## src/rtl/vhd_responder.sv

```systemverilog
`timescale 1ns/1ps
`default_nettype none
// +--------------------------------------------------------------------------+
// | vhd_responder: byte-stream virtual-disk responder (header, write, read). |
// | Revision: 1.0                                                            |
// +--------------------------------------------------------------------------+
module vhd_responder #(
  parameter int unsigned SECTOR_BYTES = 512,
  parameter int unsigned REPLY_GAP    = 16,
  parameter int unsigned RX_TIMEOUT   = 100000
) (
  input  logic        clk,
  input  logic        rst,
  input  logic [7:0]  i_rx_data,
  input  logic        i_rx_valid,
  output logic [7:0]  o_tx_data,
  output logic        o_tx_start,
  input  logic        i_tx_busy,
  output logic [31:0] o_store_addr,
  output logic [7:0]  o_store_wdata,
  output logic        o_store_we,
  input  logic [7:0]  i_store_rdata,
  output logic        o_busy,
  output logic        o_err,
  output logic [15:0] o_frames_done
);

  localparam int unsigned    IDXW       = $clog2(SECTOR_BYTES) + 1;
  localparam logic [IDXW-1:0] c_LAST_IDX = IDXW'(SECTOR_BYTES - 1);
  localparam logic [31:0]    c_TMO_LAST = (RX_TIMEOUT > 0) ? 32'(RX_TIMEOUT - 1) : 32'd0;
  localparam logic [31:0]    c_GAP_LAST = (REPLY_GAP > 0) ? 32'(REPLY_GAP - 1) : 32'd0;

  localparam logic [7:0] c_CMD_READ  = 8'h01;
  localparam logic [7:0] c_CMD_WRITE = 8'h02;

  typedef enum logic [2:0] {
    S_IDLE    = 3'd0,
    S_HDR     = 3'd1,
    S_CMD     = 3'd2,
    S_WR_DATA = 3'd3,
    S_GAP     = 3'd4,
    S_RD_DATA = 3'd5
  } state_t;

  state_t            r_state;
  // Only offset[22:0] contributes to the sector base, so the top 9 bits are never stored.
  logic [22:0]       r_offset;
  logic [2:0]        r_byte_cnt;
  logic [IDXW-1:0]   r_idx;
  logic [31:0]       r_timer;
  logic [31:0]       r_gap;
  logic              r_outstanding;
  logic              r_busy_q;
  logic [15:0]       r_frames;
  logic [7:0]        r_tx_data;
  logic              r_tx_start;
  logic [31:0]       r_store_addr;
  logic [7:0]        r_store_wdata;
  logic              r_store_we;
  logic              r_err;

  logic [31:0]       w_base;
  logic [31:0]       w_idx_ext;
  logic [31:0]       w_addr_cur;
  logic [31:0]       w_addr_next;
  logic              w_rx_phase;
  logic              w_timeout;
  logic              w_tx_fall;
  logic              w_last_idx;

  assign w_base      = {r_offset, 9'b0};
  assign w_idx_ext   = {{(32-IDXW){1'b0}}, r_idx};
  assign w_addr_cur  = w_base + w_idx_ext;
  assign w_addr_next = w_addr_cur + 32'd1;
  assign w_rx_phase  = (r_state == S_HDR) || (r_state == S_CMD) || (r_state == S_WR_DATA);
  assign w_timeout   = w_rx_phase && !i_rx_valid && (r_timer == c_TMO_LAST);
  assign w_tx_fall   = r_busy_q && !i_tx_busy;
  assign w_last_idx  = (r_idx == c_LAST_IDX);

  always_ff @(posedge clk) begin
    if (rst) begin
      r_state       <= S_IDLE;
      r_offset      <= '0;
      r_byte_cnt    <= '0;
      r_idx         <= '0;
      r_timer       <= '0;
      r_gap         <= '0;
      r_outstanding <= 1'b0;
      r_busy_q      <= 1'b0;
      r_frames      <= '0;
      r_tx_data     <= '0;
      r_tx_start    <= 1'b0;
      r_store_addr  <= '0;
      r_store_wdata <= '0;
      r_store_we    <= 1'b0;
      r_err         <= 1'b0;
    end else begin
      r_store_we <= 1'b0;
      r_tx_start <= 1'b0;
      r_err      <= 1'b0;
      r_busy_q   <= i_tx_busy;

      // Inter-byte timer only runs while a frame is still arriving on rx.
      if (w_rx_phase && !i_rx_valid) begin
        r_timer <= r_timer + 32'd1;
      end else begin
        r_timer <= '0;
      end

      case (r_state)
        S_IDLE: begin
          if (i_rx_valid) begin
            r_offset   <= '0;
            r_byte_cnt <= 3'd1;
            r_state    <= S_HDR;
          end
        end

        S_HDR: begin
          if (i_rx_valid) begin
            case (r_byte_cnt)
              3'd1:    r_offset[22:16] <= i_rx_data[6:0];
              3'd2:    r_offset[15:8]  <= i_rx_data;
              3'd3:    r_offset[7:0]   <= i_rx_data;
              default: r_offset        <= r_offset;
            endcase
            r_byte_cnt <= r_byte_cnt + 3'd1;
            if (r_byte_cnt == 3'd3) begin
              r_state <= S_CMD;
            end
          end else if (w_timeout) begin
            r_err   <= 1'b1;
            r_state <= S_IDLE;
          end
        end

        S_CMD: begin
          if (i_rx_valid) begin
            r_idx <= '0;
            r_gap <= '0;
            if (i_rx_data == c_CMD_WRITE) begin
              r_state <= S_WR_DATA;
            end else if (i_rx_data == c_CMD_READ) begin
              r_state <= S_GAP;
            end else begin
              r_err   <= 1'b1;
              r_state <= S_IDLE;
            end
          end else if (w_timeout) begin
            r_err   <= 1'b1;
            r_state <= S_IDLE;
          end
        end

        S_WR_DATA: begin
          if (i_rx_valid) begin
            r_store_addr  <= w_addr_cur;
            r_store_wdata <= i_rx_data;
            r_store_we    <= 1'b1;
            if (w_last_idx) begin
              r_idx    <= '0;
              r_frames <= r_frames + 16'd1;
              r_state  <= S_IDLE;
            end else begin
              r_idx <= r_idx + IDXW'(1);
            end
          end else if (w_timeout) begin
            r_err   <= 1'b1;
            r_state <= S_IDLE;
          end
        end

        S_GAP: begin
          if (r_gap == c_GAP_LAST) begin
            r_idx         <= '0;
            r_store_addr  <= w_base;
            r_outstanding <= 1'b0;
            r_state       <= S_RD_DATA;
          end else begin
            r_gap <= r_gap + 32'd1;
          end
        end

        S_RD_DATA: begin
          // The address is advanced on the falling edge so it is already
          // settled when the next byte is launched.
          if (r_outstanding && w_tx_fall) begin
            r_outstanding <= 1'b0;
            if (w_last_idx) begin
              r_idx    <= '0;
              r_frames <= r_frames + 16'd1;
              r_state  <= S_IDLE;
            end else begin
              r_idx        <= r_idx + IDXW'(1);
              r_store_addr <= w_addr_next;
            end
          end else if (!r_outstanding && !i_tx_busy) begin
            r_tx_data     <= i_store_rdata;
            r_tx_start    <= 1'b1;
            r_outstanding <= 1'b1;
          end
        end

        default: begin
          r_state <= S_IDLE;
        end
      endcase
    end
  end

  assign o_tx_data     = r_tx_data;
  assign o_tx_start    = r_tx_start;
  assign o_store_addr  = r_store_addr;
  assign o_store_wdata = r_store_wdata;
  assign o_store_we    = r_store_we;
  assign o_busy        = (r_state != S_IDLE);
  assign o_err         = r_err;
  assign o_frames_done = r_frames;

endmodule
`default_nettype wire

```

## config.mk

```make
export PLATFORM = sky130hd
export DESIGN_NAME = vhd_responder
export DESIGN_NICKNAME = d
export VERILOG_FILES = /design/src/rtl/vhd_responder.sv
export SDC_FILE = /design/constraint.sdc
export NUM_CORES = 1
export LEC_CHECK = 0
export CAP_MARGIN = 10
export CELL_PAD_IN_SITES_DETAIL_PLACEMENT = 0
export CELL_PAD_IN_SITES_GLOBAL_PLACEMENT = 1
export CORE_UTILIZATION = 43
export DETAILED_ROUTE_END_ITERATION = 7
export GPL_ROUTABILITY_DRIVEN = 0
export GPL_TIMING_DRIVEN = 0
export PLACE_DENSITY = 0.85
export SYNTH_ARGS = -nofsm -noshare
export SYNTH_HDL_FRONTEND = slang
export SYNTH_SLANG_ARGS = --single-unit
```

## constraint.sdc

```tcl
create_clock -name clk -period 3.18 [get_ports clk]
set_input_delay 0.636 -clock clk [delete_from_list [all_inputs] [get_ports clk]]
set_output_delay 0.636 -clock clk [all_outputs]
set_load 0.005 [all_outputs]
```

==> reports/results.ini, run 1 <==
[global_routing]
gr-total-overflow = 0
grt_pass1_wl_mm = 41.8
grt_max_degree = 17
antenna_found_initial = 0
grt_usage_pct = 24.3
grt_pass1_vias = 7801

[clocking]
clk_pin_slew_worst_paths_ns = 0.07
clockBufferDepth = 2
cts-root-buf = clkbuf_16
cts_tree = built
clk_latency_ns = 0.43
numCtsBuffers = 17
numClockSinks = 172
hold_buffers = 0
h-tree-depth = 4

[cells_and_area]
utilization_pct = 53.6
drive_gt1_share_pct = 5.65
nets = 1273
area_delta_synth_final_pct = 21.5
antenna_cells = 0
final_common_cell = dfxtp_1
num-fill-cells = 1977
final_cell_mix = dfxtp_1 (172), nor2_1 (165), nand2_1 (122), clkdlybuf4s50_1 (87), a21oi_1 (60)

[floorplan]
die_w_um = 147
num_rows = 52
die-area_um2 = 21500
ios = 88
die_h_um = 147
start_util_pct = 44.1
core_um2 = 20400

[setup_path]
crit_path_end_kind = flip-flop
worstPathRequired_ns = 3.54
crit_fanout = 10
cp.arrival_ns = 3.38
slowest_delay_ns = 0.77
slowest_stage = a2111oi_0
cp-start-kind = flip-flop
path_cells = ha_1 -> buf_2 -> nand2_1 -> a2111oi_0 -> a21o_1 -> a22oi_1 -> nand3_1 -> or4bb_1 -> o211ai_1
path_class = flip-flop to flip-flop

[synth]
synth_compound_area_share_pct = 13.7
synth_edf_count = 0
synthXorXnorAreaFrac_pct = 9.46
synthCells = 1132
synth_mux_area_share_pct = 3.02
syn_avg_cell_area_um2 = 7.93
synthAdderAreaFrac_pct = 1.39
synth_top_family_by_area = simple AND/OR/NAND/NOR gates
synthArstFlopShare_pct = 0
synth_area_um2 = 8980
yosys.area_share.simple_pct = 30.1
yosys_warnings = 0
yosysUniqueCellTypes = 72
ys_ff_latch = 172
syn-num-nets = 1162
ys_seq_area_share_pct = 38.4
synth_top_flop_cell = dfxtp_1

[routing]
wl_met1_mm = 12.7
route.met3.wl_mm = 1.71
drt-total-wl_mm = 26.0
highest_layer = met4
routed-wl-met2_mm = 11.3
wl_per_cell_um = 17.0
drcViolationCount = 0
firstDrtPassIters = 5
ant_nets = 0
vias = 8682
drt_iter0_markers = 644
via_per_inst = 5.69

[sta]
max_freq_ghz = 0.331
final_hold_viol_count = 0
relSlewSlack_pct = 27.8
timing.final.crit_share_pct = 95.0
final-setup-viol-count = 0
holdWs_ns = 0.454
min_period_ns = 3.02
worst_slew_pin_slew_ns = 1.07
skew_ns = 0.0109
slew_violations = 0

[power_and_ir_drop]
ir_drop_uv = 351
p_leak_nw = 3.77
p_per_area_nw_per_um2 = 459

[placement]
dp_hpwl_mm = 18.8
io_buffers = 87

[status]
status = complete, no violations

[worst_hold_path]
hp-class = flip-flop to flip-flop

[run]
max-cap-violations = 0

==> sequential cells by signal (all words and copies together) (netlist names) <==
register       cells
r_busy_q           1
r_idx             10
o_store_wdata      8
r_state            3
o_err              1
r_offset          23
o_tx_data          8
o_store_we         1
r_outstanding      1
o_store_addr      32
r_timer           32
o_tx_start         1
r_byte_cnt         3
r_gap             32
o_frames_done     16
==> Yosys cell counts, types with 5 or more instances <==
cell      instances  share of area (%)
inv_1            17               0.71
or4_1             8               0.67
or3_1            15                1.0
xor2_1           51                5.0
ha_1             10                1.4
nor3_1           33                1.8
nand3_1          58                3.2
nor4_1           20                1.4
nand2b_1          5               0.35
xnor2_1          46                4.5
nor2_1          165                6.9
a31oi_1           9               0.63
a211oi_1         17                1.4
o22ai_1           6               0.42
nor2b_1           7               0.49
o21ai_0          43                2.4
a21oi_1          60                3.3
buf_2            14               0.78
and3b_1           5               0.49
a221oi_1          6               0.59
and2_1            6               0.42
and3_1           31                2.2
dfxtp_1         172                 38
clkbuf_1         52                2.2
nand2_1         122                5.1
and4_1           10               0.98
nand4_1          35                2.4
mux2i_1          26                2.9
==> cells by family (layout without fill, tap and decap cells) <==
logic type                 count (synthesis)  in the layout
xor gates and xnor gates                  97             97
muxes                                     27             27
AOI/OAI and AO/OA                        193            193
and+or+nand+nor                          544            544
DFF                                      172            172
adders and majority gates                 10             10
buffers and inverters                     89            213
==> layout make-up <==
cell class              instances  area (µm²)  share of cell area, %
plain buffers                  70         287                   2.63
clock buffers                  19         453                   4.15
clock inverters                13         176                   1.62
inverters                      18        67.6                  0.620
multi-input cells             871        5230                   48.0
flip-flops and latches        172        3440                   31.6
well taps                     270         338                   3.10
repair buffers                 93         911                   8.35
==> layer usage <==
metal  vias to the layer above  global-route usage [%]
li1                       4263                       -
met1                      4119                    35.4
met2                       276                    37.0
met3                        24                    4.09
met4                         0                    6.25
met5                         -                       0
==> through the flow <==
step	std cells	instance area, µm²	setup slack [ns]	setup TNS, ns	power, mW
floorplan	1132	8980	0.641	0	2.61
global placement	1489	10200	-0.225	-2.77	2.81
detailed placement	1491	10200	-0.183	-2.25	2.81
CTS	1523	10800	0.0611	0	5.03
global route	1526	10900	-0.0229	-0.0229	5.20
finish	1526	10900	0.158	0	5.01
==> power breakdown <==
part           leakage [nW]  switching [mW]  total (mW)  internal (mW)
clock network         0.300           0.938        2.24           1.30
registers              1.39          0.0387        2.23           2.19
logic                  2.09           0.357       0.543          0.186
==> worst max-delay path, delay by kind of cell, from the launching register on <==
family                   cells  cell delay (ns)
AND/OR/NAND/NOR              3             0.77
adder cells (fa/ha/maj)      1             0.23
AO/OA/AOI/OAI                4             1.25
flip-flops                   1             0.46
buffers and inverters        1             0.24
==> final timing paths <==
check / from / to / slack, ns / cells after the start
max: r_idx[9] / o_store_addr[28] / 0.16 / 9
min: o_tx_data[2] / o_tx_data[2] / 0.45 / 2
max reg2reg: r_idx[9] / o_store_addr[28] / 0.16 / 9
min reg2reg: o_tx_data[2] / o_tx_data[2] / 0.45 / 2
==> timing repair <==
action,in CTS,in global routing
gates resized for setup,3,10
buffers inserted,0,3
pin swaps,0,1
setup endpoints to repair,10,33
endpoints found under the hold margin,0,0
gates cloned,0,0
(Power assumes the default switching activity.)
==> run 2, diff against run 1 <==
PLACE_DENSITY = 0.89   (was 0.85)
==> run 2 against run 1 <==
Combinational power hardly changed. Total power is 2.6% lower. Cell count stayed put. Sequential share of layout area is 0.098 points higher. Utilization is 0.17 points lower. Worst setup slack worse by 0.060 ns. Fmax is 1.9% lower. Worst hold slack hardly changed. Critical endpoint is now o_store_addr[31].
==> reports/results.ini, run 2 (same netlist as run 1, synthesis figures left out) <==
[status]
status = complete, no violations

[global_routing]
grt_usage_pct = 24.1  ; -0.26 points
grt_max_degree = 18  ; +1
gr-total-overflow = 0  ; unchanged
grt_pass1_wl_mm = 41.2  ; -1.3%
antenna_found_initial = 0  ; unchanged
grt_pass1_vias = 7690  ; -1.4%

[cells_and_area]
final_cell_mix = dfxtp_1 (172), nor2_1 (165), nand2_1 (122), clkdlybuf4s50_1 (87), a21oi_1 (60)
fin_cells = 1526  ; unchanged
nets = 1273  ; unchanged
num-fill-cells = 1974  ; -0.15%
area_delta_synth_final_pct = 21.1
drive_gt1_share_pct = 5.49  ; -0.16 points
final_area_um2 = 10900  ; -0.31%
antenna_cells = 0  ; unchanged
final_common_cell = dfxtp_1

[routing]
drcViolationCount = 0  ; unchanged
drt-total-wl_mm = 25.5  ; -1.8%
drt_iter0_markers = 641  ; -0.47%
wl_per_cell_um = 16.7  ; -1.8%
via_per_inst = 5.70  ; +0.26%
firstDrtPassIters = 6  ; +1
ant_nets = 0  ; unchanged
vias = 8705  ; +0.26%

[setup_path]
crit_fanout = 10  ; unchanged
worstPathRequired_ns = 3.54  ; about the same
crit_path_end_kind = flip-flop
path_class = flip-flop to flip-flop
cp.arrival_ns = 3.45  ; +0.07 ns
cp-start-kind = flip-flop
ff2ff_setup_slack_ns = 0.1  ; -0.06 ns

[placement]
dpl_cell_area_um2 = 10200  ; about the same
io_buffers = 87  ; unchanged
dp_hpwl_mm = 18.6  ; -0.98%
place_inst = 1489  ; -0.13%

[power_and_ir_drop]
p_leak_nw = 3.77  ; -0.19%
ir_drop_uv = 391  ; +12%
p_per_area_nw_per_um2 = 449  ; -2.3%

[floorplan]
num_rows = 52  ; unchanged
ios = 88  ; unchanged
die_h_um = 147  ; unchanged
core_um2 = 20400  ; unchanged
die-area_um2 = 21500  ; unchanged
start_util_pct = 44.1  ; unchanged
die_w_um = 147  ; unchanged

[clocking]
clk_latency_ns = 0.44  ; about the same
h-tree-depth = 4  ; unchanged
clk_pin_slew_worst_paths_ns = 0.07  ; about the same
clockBufferDepth = 2  ; unchanged
cts_tree = built
hold_buffers = 0  ; unchanged
numClockSinks = 172  ; unchanged
cts-root-buf = clkbuf_16
numCtsBuffers = 17  ; unchanged

[sta]
final_hold_viol_count = 0  ; unchanged
fin_setup_tns_ns = 0  ; unchanged
skew_ns = 0.0110  ; +0.0000130 ns
slew_violations = 0  ; unchanged
timing.final.crit_share_pct = 96.9  ; +1.9 points
relSlewSlack_pct = 28.2  ; +0.42 points
min_period_ns = 3.08  ; +0.0599 ns
rsz0062_at_grt = false
worst_slew_pin_slew_ns = 1.07  ; -0.00619 ns
final-setup-viol-count = 0  ; unchanged
max_freq_ghz = 0.324  ; -1.9%

[worst_hold_path]
hp-class = flip-flop to flip-flop

[run]
max-cap-violations = 0  ; unchanged

run 2: cell types whose count changed in the layout (fill, tap and decap cells not counted), moves of 2 or more:
| cell | delta |
|---|---|
| bufinv_16 | -2 |
| clkbuf_1 | +2 |
| clkinv_8 | +2 |
| clkinvlp_4 | -2 |
| inv_8 | +2 |
run 2: repair_timing:
| item | in CTS | in global routing |
|---|---|---|
| pin swaps | 0 | 2 |
| setup endpoints to repair | 12 | 30 |
| hold endpoints to repair | 0 | 0 |
| gates resized for setup | 2 | 10 |
| setup buffers | 0 | 4 |
run 2: layout make-up:
cell class | instances | area, µm² | area share [%]
Sequential cell | 172 | 3440 | 31.7
Tap cell | 270 | 338 | 3.11
Timing Repair Buffer | 93 | 913 | 8.40
Clock buffer | 20 | 447 | 4.11
Clock inverter | 12 | 148 | 1.36
Inverter | 18 | 67.6 | 0.621
Multi-Input combinational cell | 871 | 5230 | 48.1
Buffer | 70 | 287 | 2.64
run 2: stage by stage:
step           hold slack (ns)  setup WS (ns)  util, %  power [mW]
3_5_place_dp             0.446         -0.237     50.1        2.81
3_3_place_gp             0.435         -0.224     50.0        2.80
6_report                 0.454         0.0976     53.4        4.88
2_1_floorplan            0.430          0.641        -        2.61
5_1_grt                  0.478        0.00475     53.4        5.07
4_1_cts                  0.458        0.00320     53.0        4.90
run 2: path summary, 6_finish.rpt:
check                   startpoint               end  cells past startpoint
setup / recovery          r_idx[9]  o_store_addr[31]                      9
hold / removal    o_store_addr[23]  o_store_addr[23]                      2
setup reg to reg          r_idx[9]  o_store_addr[31]                      9
hold reg to reg   o_store_addr[23]  o_store_addr[23]                      2
run 2: where the power goes:
group	internal, mW	leakage (nW)	switching (mW)
registers	2.19	1.39	0.0385
logic	0.185	2.09	0.356
clock network	1.14	0.288	0.966
run 2: metal layers:
| metal | global-route usage, % | vias up | routed length (µm) |
|---|---|---|---|
| li1 | - | 4255 | - |
| met4 | 8.59 | 0 | 581 |
| met3 | 3.84 | 53 | 1930 |
| met5 | 0 | - | 0 |
| met1 | 34.1 | 4034 | 12000 |
| met2 | 36.8 | 363 | 11100 |
run 2: worst max-delay path, stage by stage, from the launching register on:
cell	delay, ns
dfxtp_1	0.47
ha_1	0.25
buf_2	0.23
nand3b_1	0.10
a211oi_1	0.29
o21ai_0	0.36
or4_1	0.54
or4_1	0.42
o21a_1	0.19
a31oi_1	0.16
